## config.mk

```make
export PLATFORM = sky130hd
export DESIGN_NAME = pipeline_stage_reg
export DESIGN_NICKNAME = d
export VERILOG_FILES = /design/src/rtl/pipeline_stage_reg_pkg.sv /design/src/rtl/pipeline_stage_reg_entry.sv /design/src/rtl/pipeline_stage_reg.sv
export SDC_FILE = /design/constraint.sdc
export NUM_CORES = 1
export LEC_CHECK = 0
export BUFFER_PORTS_ARGS = -buffer_cell sky130_fd_sc_hd__buf_2
export CAP_MARGIN = 20
export CORE_MARGIN = 2
export CORE_UTILIZATION = 50
export CTS_BUF_LIST = sky130_fd_sc_hd__clkbuf_4 sky130_fd_sc_hd__clkbuf_8
export CTS_CLUSTER_SIZE = 16
export DETAILED_ROUTE_END_ITERATION = 8
export GPL_TIMING_DRIVEN = 0
export PLACE_DENSITY_LB_ADDON = 0.15
export SLEW_MARGIN = 15
export SYNTH_ARGS = -nofsm -noshare
export SYNTH_HDL_FRONTEND = slang
export SYNTH_SLANG_ARGS = --single-unit
export TNS_END_PERCENT = 20
```

## constraint.sdc

```tcl
create_clock -name clock -period 8.75 [get_ports clock]
set_clock_uncertainty 0.05 [all_clocks]
set_input_delay 1.3125 -clock clock [delete_from_list [all_inputs] [get_ports clock]]
set_output_delay 1.3125 -clock clock [all_outputs]
set_load 0.03 [all_outputs]
```

## src/rtl/pipeline_stage_reg_pkg.sv

```systemverilog
// Shared state encoding and default payload widths for the pipeline stage register.
package pipeline_stage_reg_pkg;

   localparam int unsigned DEF_CTRL_W = 9;   // WB 2 + M 3 + EX 4
   localparam int unsigned DEF_DATA_W = 96;  // DataA / DataB / imm
   localparam int unsigned DEF_TAG_W  = 15;  // Rs / Rt / Rd

   typedef enum logic [1:0] {
      ST_EMPTY = 2'd0,
      ST_ONE   = 2'd1,
      ST_TWO   = 2'd2
   } stage_state_t;

endpackage

```

## src/rtl/pipeline_stage_reg_entry.sv

```systemverilog
// One {valid, ctrl, data, tag} holding register; ctrl is cleared whenever the entry goes invalid.
module stage_entry_reg #(
   parameter int unsigned CTRL_W = 9,
   parameter int unsigned DATA_W = 96,
   parameter int unsigned TAG_W  = 15
) (
   input  logic              clock,
   input  logic              reset,
   input  logic              load,
   input  logic              valid_d,
   input  logic [CTRL_W-1:0] d_ctrl,
   input  logic [DATA_W-1:0] d_data,
   input  logic [TAG_W-1:0]  d_tag,
   output logic              q_valid,
   output logic [CTRL_W-1:0] q_ctrl,
   output logic [DATA_W-1:0] q_data,
   output logic [TAG_W-1:0]  q_tag
);

   always_ff @(posedge clock or posedge reset) begin
      if (reset) begin
         q_valid <= 1'b0;
         q_ctrl  <= '0;
         q_data  <= '0;
         q_tag   <= '0;
      end else begin
         q_valid <= valid_d;
         // Bubble carries a NOP control word so downstream never sees stale control.
         if (!valid_d)
            q_ctrl <= '0;
         else if (load)
            q_ctrl <= d_ctrl;
         if (load) begin
            q_data <= d_data;
            q_tag  <= d_tag;
         end
      end
   end

endmodule

```

## src/rtl/pipeline_stage_reg.sv

```systemverilog
// Two-entry skid-buffer pipeline stage with registered in_ready, flush and masked bubble control.
module pipeline_stage_reg
   import pipeline_stage_reg_pkg::*;
#(
   parameter int unsigned DATA_W = DEF_DATA_W,
   parameter int unsigned CTRL_W = DEF_CTRL_W,
   parameter int unsigned TAG_W  = DEF_TAG_W
) (
   input  logic              clock,
   input  logic              reset,
   input  logic              flush,
   input  logic              in_valid,
   output logic              in_ready,
   input  logic [CTRL_W-1:0] in_ctrl,
   input  logic [DATA_W-1:0] in_data,
   input  logic [TAG_W-1:0]  in_tag,
   output logic              out_valid,
   input  logic              out_ready,
   output logic [CTRL_W-1:0] out_ctrl,
   output logic [DATA_W-1:0] out_data,
   output logic [TAG_W-1:0]  out_tag,
   output logic [1:0]        occupancy
);

   stage_state_t state, state_next;
   logic         in_ready_q;
   logic         accept, dequeue;
   logic         main_load, skid_load, main_valid_d, skid_valid_d;

   logic              main_valid, skid_valid;
   logic [CTRL_W-1:0] main_ctrl, skid_ctrl, main_d_ctrl;
   logic [DATA_W-1:0] main_data, skid_data, main_d_data;
   logic [TAG_W-1:0]  main_tag, skid_tag, main_d_tag;

   assign accept  = in_valid && in_ready_q;
   assign dequeue = main_valid && out_ready;

   // State and registered ready; ready is decoded from next state so it never sees out_ready combinationally.
   always_ff @(posedge clock or posedge reset) begin
      if (reset) begin
         state      <= ST_EMPTY;
         in_ready_q <= 1'b1;
      end else begin
         state      <= state_next;
         in_ready_q <= (state_next != ST_TWO);
      end
   end

   always_comb begin
      state_next = state;
      main_load  = 1'b0;
      skid_load  = 1'b0;
      unique case (state)
         ST_EMPTY: begin
            if (accept) begin
               state_next = ST_ONE;
               main_load  = 1'b1;
            end
         end
         ST_ONE: begin
            if (accept && !dequeue) begin
               state_next = ST_TWO;
               skid_load  = 1'b1;
            end else if (!accept && dequeue) begin
               state_next = ST_EMPTY;
            end else if (accept && dequeue) begin
               main_load  = 1'b1;
            end
         end
         ST_TWO: begin
            if (dequeue) begin
               state_next = ST_ONE;
               main_load  = 1'b1;
            end
         end
         default: state_next = ST_EMPTY;
      endcase
      if (flush) begin
         state_next = ST_EMPTY;
         main_load  = 1'b0;
         skid_load  = 1'b0;
      end
      main_valid_d = (state_next != ST_EMPTY);
      skid_valid_d = (state_next == ST_TWO);
   end

   // Main only reloads from skid while skid holds the older beat (TWO); otherwise from the input.
   always_comb begin
      main_d_ctrl = skid_valid ? skid_ctrl : in_ctrl;
      main_d_data = skid_valid ? skid_data : in_data;
      main_d_tag  = skid_valid ? skid_tag  : in_tag;
   end

   stage_entry_reg #(.CTRL_W(CTRL_W), .DATA_W(DATA_W), .TAG_W(TAG_W)) u_main (
      .clock   (clock),
      .reset   (reset),
      .load    (main_load),
      .valid_d (main_valid_d),
      .d_ctrl  (main_d_ctrl),
      .d_data  (main_d_data),
      .d_tag   (main_d_tag),
      .q_valid (main_valid),
      .q_ctrl  (main_ctrl),
      .q_data  (main_data),
      .q_tag   (main_tag)
   );

   stage_entry_reg #(.CTRL_W(CTRL_W), .DATA_W(DATA_W), .TAG_W(TAG_W)) u_skid (
      .clock   (clock),
      .reset   (reset),
      .load    (skid_load),
      .valid_d (skid_valid_d),
      .d_ctrl  (in_ctrl),
      .d_data  (in_data),
      .d_tag   (in_tag),
      .q_valid (skid_valid),
      .q_ctrl  (skid_ctrl),
      .q_data  (skid_data),
      .q_tag   (skid_tag)
   );

   assign in_ready  = in_ready_q;
   assign out_valid = main_valid;
   assign out_ctrl  = main_ctrl;
   assign out_data  = main_data;
   assign out_tag   = main_tag;
   assign occupancy = 2'(state);

endmodule

```

==> results of run 1 <==
## flip-flops by register name, indices dropped and copies added (netlist names)
| name | cells |
|---|---|
| occupancy | 2 |
| u_main.q_data | 96 |
| u_main.q_ctrl | 9 |
| u_skid.q_valid | 1 |
| u_skid.q_ctrl | 9 |
| u_skid.q_tag | 15 |
| in_ready | 1 |
| u_main.q_valid | 1 |
| u_skid.q_data | 96 |
| u_main.q_tag | 15 |
## routing by layer
metal	GRT usage [%]	vias to the layer above	share of wire, %
met5	0	-	0
li1	-	3028	-
met2	33.1	182	48
met1	26.1	3219	42
met3	5.84	45	7.0
met4	7.33	0	2.7
## cell usage in the layout, fill, tap and decap left out, types with 9 or more instances in the layout
cell	Yosys	final
buf_2	18	266
clkbuf_1	15	15
clkbuf_8	0	55
a22o_1	9	9
mux2_2	296	296
dfrtp_1	244	244
a22oi_1	9	9
clkbuf_4	0	12
nor2_1	9	9
mux2_1	46	46
## final cells by class
type / instances / area (sq um)
multi-input combinational: 385 / 4140
inverter: 3 / 18.8
timing repair buffer: 250 / 1300
sequential: 245 / 6130
buffer: 41 / 236
clock inverter: 1 / 5.00
fill: 1715 / 7790
antenna: 4 / 10.0
tap: 275 / 344
clock buffer: 67 / 847
## logic make-up after synthesis
logic type / count (synthesis) / share of synthesized area, %
and+or+nand+nor: 18 / 0.880
DFF: 245 / 58.3
buffers and inverters: 44 / 2.35
AOI/OAI and AO/OA: 25 / 1.87
muxes: 342 / 36.6
## stage by stage
| stage | std cells | worst slack [ns] | power, W | hold slack, ns | cell area, sq um |
|---|---|---|---|---|---|
| final | 1271 | 6.11 | 0.00399 | 0.430 | 13000 |
| after global routing | 1271 | 6.06 | 0.00421 | 0.443 | 13000 |
| after CTS | 1267 | 6.07 | 0.00404 | 0.433 | 13000 |
| after detailed placement | 1199 | 5.62 | 0.00298 | 0.419 | 12200 |
| after global placement | 1197 | -2.33 | 0.00294 | 0.413 | 12100 |
| after floorplan | 674 | 0.659 | 0.00261 | 0.424 | 10500 |
## worst max path at each step
stage	endpoint	slack (ns)	depth (start not counted)
final	in_ready	6.11	1
after global routing	in_ready	6.06	1
after CTS	in_ready	6.07	1
after detailed placement	u_main.q_ctrl[0]	5.62	5
after global placement	u_main.q_data[14]	-2.33	2
after floorplan	occupancy[0]	0.66	1
## power groups by stage
| stage | registers [W] | clock network (W) | logic [W] |
|---|---|---|---|
| after global routing | 0.00180 | 0.00112 | 0.00129 |
| final | 0.00175 | 0.00104 | 0.00120 |
| after floorplan | 0.00211 | 0 | 0.000504 |
| after CTS | 0.00175 | 0.00107 | 0.00122 |
| after global placement | 0.00175 | 0 | 0.00119 |
| after detailed placement | 0.00177 | 0 | 0.00122 |
==> flow_summary.json, run 1 <==
{
  "reg2reg_to": "u_main.q_data[92]",
  "period_minus_slack_ns": 2.64,
  "power.switching_w": 0.00130,
  "drtIter0Drc": 162,
  "whs_endpoint": "u_main.q_data[88]",
  "hpwl_mm": 15.6,
  "hold_buffers": 0,
  "slowest_delay_ns": 0.55,
  "period_share_pct": 30.2,
  "post_cts_buffers": 0,
  "fmax_mhz": 379,
  "yosysMostFrequentCell": "mux2_2",
  "num_rows": 53,
  "comb_power_share_pct": 30.2,
  "crit_fanout": 4,
  "yosys-top-cells-count": "mux2_2 (296), dfrtp_1 (244), mux2_1 (46)",
  "cts-resized-gates": 0,
  "netlist.top_cell.by_area": "dfrtp_1",
  "slew_headroom_pct": 33.6,
  "grt_use_total_pct": 20.3,
  "ys.warnings.count": 0,
  "power.leakage_nw": 6.07,
  "rrSetupSlack_ns": 6.63,
  "vias": 6474,
  "status": "finished clean",
  "syn_area_sq_um": 10500,
  "pwr-share-clk_pct": 26.0,
  "holdPathStages": 1,
  "start_kind": "flip-flop",
  "syn_area_per_cell_sq_um": 15.6,
  "ys_seq_area_share_pct": 58.3,
  "drive_gt1_share_pct": 64.9,
  "tightest_slew_ns": 0.995,
  "die_w_um": 149,
  "intPower_w": 0.00269,
  "critPathLaunch": "in_ready",
  "crit_type": "flip-flop to primary output",
  "clkSinkCount": 245,
  "utilization_pct": 62.6,
  "tns_ns": 0,
  "hold_start": "u_main.q_data[88]",
  "die-area_sq_um": 22200,
  "synth_fp_nets": 799,
  "crit_arrival_ns": 1.28,
  "crit_chain": "buf_2",
  "drv_cap": 0,
  "antenna_left": 0,
  "first_global_vias": 6776,
  "die_h_um": 149,
  "power_density_nw_per_um2": 306,
  "clockRootBuffer": "clkbuf_8",
  "totalWireLength_mm": 22.3,
  "gp_congestion": 0.765,
  "setup_viol": 0,
  "grt_pass1_wl_mm": 35.7,
  "crit_buf_inv": 1,
  "maxSlewViolCount": 0,
  "end_kind": "primary output",
  "synthFlopType": "dfrtp_1",
  "clockBufferDepth": 3,
  "drcViolationCount": 0,
  "final_hold_viol_count": 0,
  "numCtsBuffers": 41,
  "cp_slowest_cell": "dfstp_2",
  "antenna_found_initial": 4,
  "swShare_pct": 32.6,
  "nets": 1092,
  "clk_latency_ns": 0.51,
  "start_util_pct": 50.5,
  "rsz0062_at_grt": "false",
  "first_pass_iters": 4,
  "viasPerCell": 5.09,
  "cts_tree": "built",
  "grt_max_degree": 108,
  "synthDistinctLibCells": 22,
  "hold_class": "flip-flop to flip-flop",
  "cp_top_family": "flip-flops",
  "synthArstFlopShare_pct": 100,
  "ir_drop_uv": 179,
  "synth_edf_count": 0,
  "timing.rr.start": "occupancy[1]",
  "overflow": 0,
  "synthToLayoutAreaGrowth_pct": 23.9,
  "reg2reg_depth": 5,
  "h-tree-depth": 2,
  "io_pins": 249,
  "port_buffers": 248,
  "clkTransAtPathRegs_ns": 0.06,
  "ys_ff_latch": 245,
  "core_area_sq_um": 20800,
  "synth.top_cells.by_area": "dfrtp_1 (58%), mux2_2 (32%), mux2_1 (4.9%)",
  "required_ns": 7.39,
  "syn_inst": 674,
  "avgRoutedWirePerCell_um": 17.6,
  "power_frac_seq_pct": 43.8,
  "synth_top_area_share_pct": 58.0
}
Note: power is estimated with default switching activity, not from simulation.
==> inputs of run 2 (changes only) <==
==> constraint.sdc (replaced) <==
create_clock -name clock -period 2.5 [get_ports clock]
set_clock_uncertainty 0.05 [all_clocks]
set_input_delay 0.375 -clock clock [delete_from_list [all_inputs] [get_ports clock]]
set_output_delay 0.375 -clock clock [all_outputs]
set_load 0.03 [all_outputs]
==> run 2 against run 1 <==
Register-to-register slack worse by 6.2 ns. Die area stayed put. Utilization rose by 1.4 points. Cell count rose by 1.3%. Sequential cell count stayed put. Clock-buffer cell count increased by 3. Combinational power grew to 3.5 times the previous value. Worst setup slack got worse by 5.7 ns.
==> flow_summary.json, run 2 (synthesized netlist as in run 1, its figures left out) <==
{
  "slew_headroom_pct": 40.6,
  "final_hold_viol_count": 0,
  "cts-resized-gates": 0,
  "required_ns": 2.86,
  "final_cell_mix": "mux2_2 (296), buf_2 (266), dfrtp_1 (244), clkbuf_8 (56), mux2_1 (46)",
  "cp_common_cell": "buf_6",
  "crit_type": "flip-flop to flip-flop",
  "first_pass_iters": 4,
  "clkSinkCount": 245,
  "drtIter0Drc": 144,
  "num_rows": 53,
  "start_util_pct": 50.5,
  "end_kind": "flip-flop",
  "die_w_um": 149,
  "antenna_found_initial": 3,
  "intPower_w": 0.00963,
  "comb_power_share_pct": 29.7,
  "start_kind": "flip-flop",
  "gp_congestion": 0.754,
  "drcViolationCount": 0,
  "fmax_mhz": 476,
  "port_buffers": 248,
  "clk_latency_ns": 0.54,
  "fin_cells": 1288,
  "avgRoutedWirePerCell_um": 17.4,
  "postLayoutCellArea_sq_um": 13300,
  "hold_start": "in_data[36]",
  "overflow": 0,
  "pwr-share-clk_pct": 27.2,
  "whs_ns": 0.0316,
  "post_dp_cell_area_sq_um": 12300,
  "power_frac_seq_pct": 43.0,
  "core_area_sq_um": 20800,
  "power.leakage_nw": 6.21,
  "critPathLaunch": "in_ready",
  "die_h_um": 149,
  "drv_cap": 0,
  "rsz0062_at_grt": "false",
  "grt_pass1_wl_mm": 35.7,
  "grt_max_degree": 36,
  "io_pins": 249,
  "crit_chain": "nand3b_1 -> a221oi_2 -> buf_6 -> buf_6 -> mux2_2",
  "power_density_nw_per_um2": 1070,
  "power.switching_w": 0.00460,
  "crit_arrival_ns": 2.46,
  "clockBufferDepth": 3,
  "swShare_pct": 32.4,
  "h-tree-depth": 2,
  "drive_gt1_share_pct": 64.9,
  "status": "finished clean",
  "maxSlewViolCount": 0,
  "ir_drop_uv": 675,
  "cp_slowest_cell": "dfstp_2",
  "tightest_slew_ns": 0.891,
  "clockRootBuffer": "clkbuf_8",
  "totalWireLength_mm": 22.4,
  "clkTransAtPathRegs_ns": 0.06,
  "setup_viol": 0,
  "reg.largest.list": "u_main.q_data (96), u_skid.q_data (96)",
  "hold_class": "input pin to flip-flop",
  "cts_tree": "built",
  "slowest_delay_ns": 0.55,
  "die-area_sq_um": 22200,
  "post_cts_buffers": 0,
  "vias": 6551,
  "grt_use_total_pct": 20.3,
  "first_global_vias": 6874,
  "nets": 1108,
  "dpl.cell_count": 1206,
  "final_common_cell": "mux2_2",
  "tns_ns": 0,
  "numCtsBuffers": 43,
  "timing.rr.start": "in_ready",
  "period_minus_slack_ns": 2.10,
  "viasPerCell": 5.09,
  "period_share_pct": 84.0,
  "hpwl_mm": 15.9,
  "synthToLayoutAreaGrowth_pct": 26.5,
  "crit_fanout": 10,
  "antenna_left": 0
}
==> run 2: what timing repair did <==
item,in CTS,in global routing
hold endpoints to repair,29,0
hold buffers,7,0
setup endpoints to repair,0,0
==> run 2: worst max-delay path, delay by kind of cell, from the launching register on <==
| family | cells | cell delay, ns |
|---|---|---|
| simple gates | 1 | 0.10 |
| mux | 1 | 0.34 |
| compound gates | 1 | 0.49 |
| flops | 1 | 0.55 |
| buf+inv | 2 | 0.46 |
==> run 2: cell type report <==
class                      count  area, sq um
sequential                   245         6130
buffer                        41          236
clock buffer                  70          876
clock inverter                 4         45.0
multi-input combinational    385         4140
tap                          275          344
timing repair buffer         264         1520
antenna                        1         2.50
fill                        1636         7510
inverter                       3         15.0
==> run 2: power groups by stage <==
stage	combinational, W	clock (W)	sequential (W)
after floorplan	0.00176	0	0.00737
after global placement	0.00417	0	0.00612
after detailed placement	0.00428	0	0.00618
after CTS	0.00430	0.00400	0.00612
after global routing	0.00452	0.00417	0.00632
final	0.00423	0.00388	0.00612
==> run 2: worst paths after layout <==
kind	end	slack (ns)	cells after the start
worst max-delay path	u_main.q_data[48]	0.40	5
worst min-delay path	u_skid.q_data[36]	0.03	2
worst max register to register	u_main.q_data[48]	0.40	5
worst min register to register	u_main.q_data[53]	0.43	1
max in group asynchronous	u_skid.q_data[15]	0.77	7
min in group asynchronous	u_main.q_data[56]	0.41	3
==> run 2: per-layer routing <==
| layer | vias up | track usage [%] | share of wire (%) |
|---|---|---|---|
| met5 | - | 0 | 0.11 |
| met4 | 4 | 6.76 | 2.4 |
| met3 | 45 | 6.39 | 7.3 |
| met2 | 178 | 33.4 | 48 |
| met1 | 3257 | 25.6 | 42 |
| li1 | 3067 | - | - |
==> run 2: per-stage QoR <==
step / power (W) / util, % / setup WS [ns]
4_1_cts: 0.0144 / 63.9 / 0.326
3_3_place_gp: 0.0103 / 58.2 / -2.76
2_1_floorplan: 0.00914 / - / -1.14
6_report: 0.0142 / 63.9 / 0.401
5_1_grt: 0.0150 / 63.9 / 0.280
3_5_place_dp: 0.0105 / 59.2 / 0.359
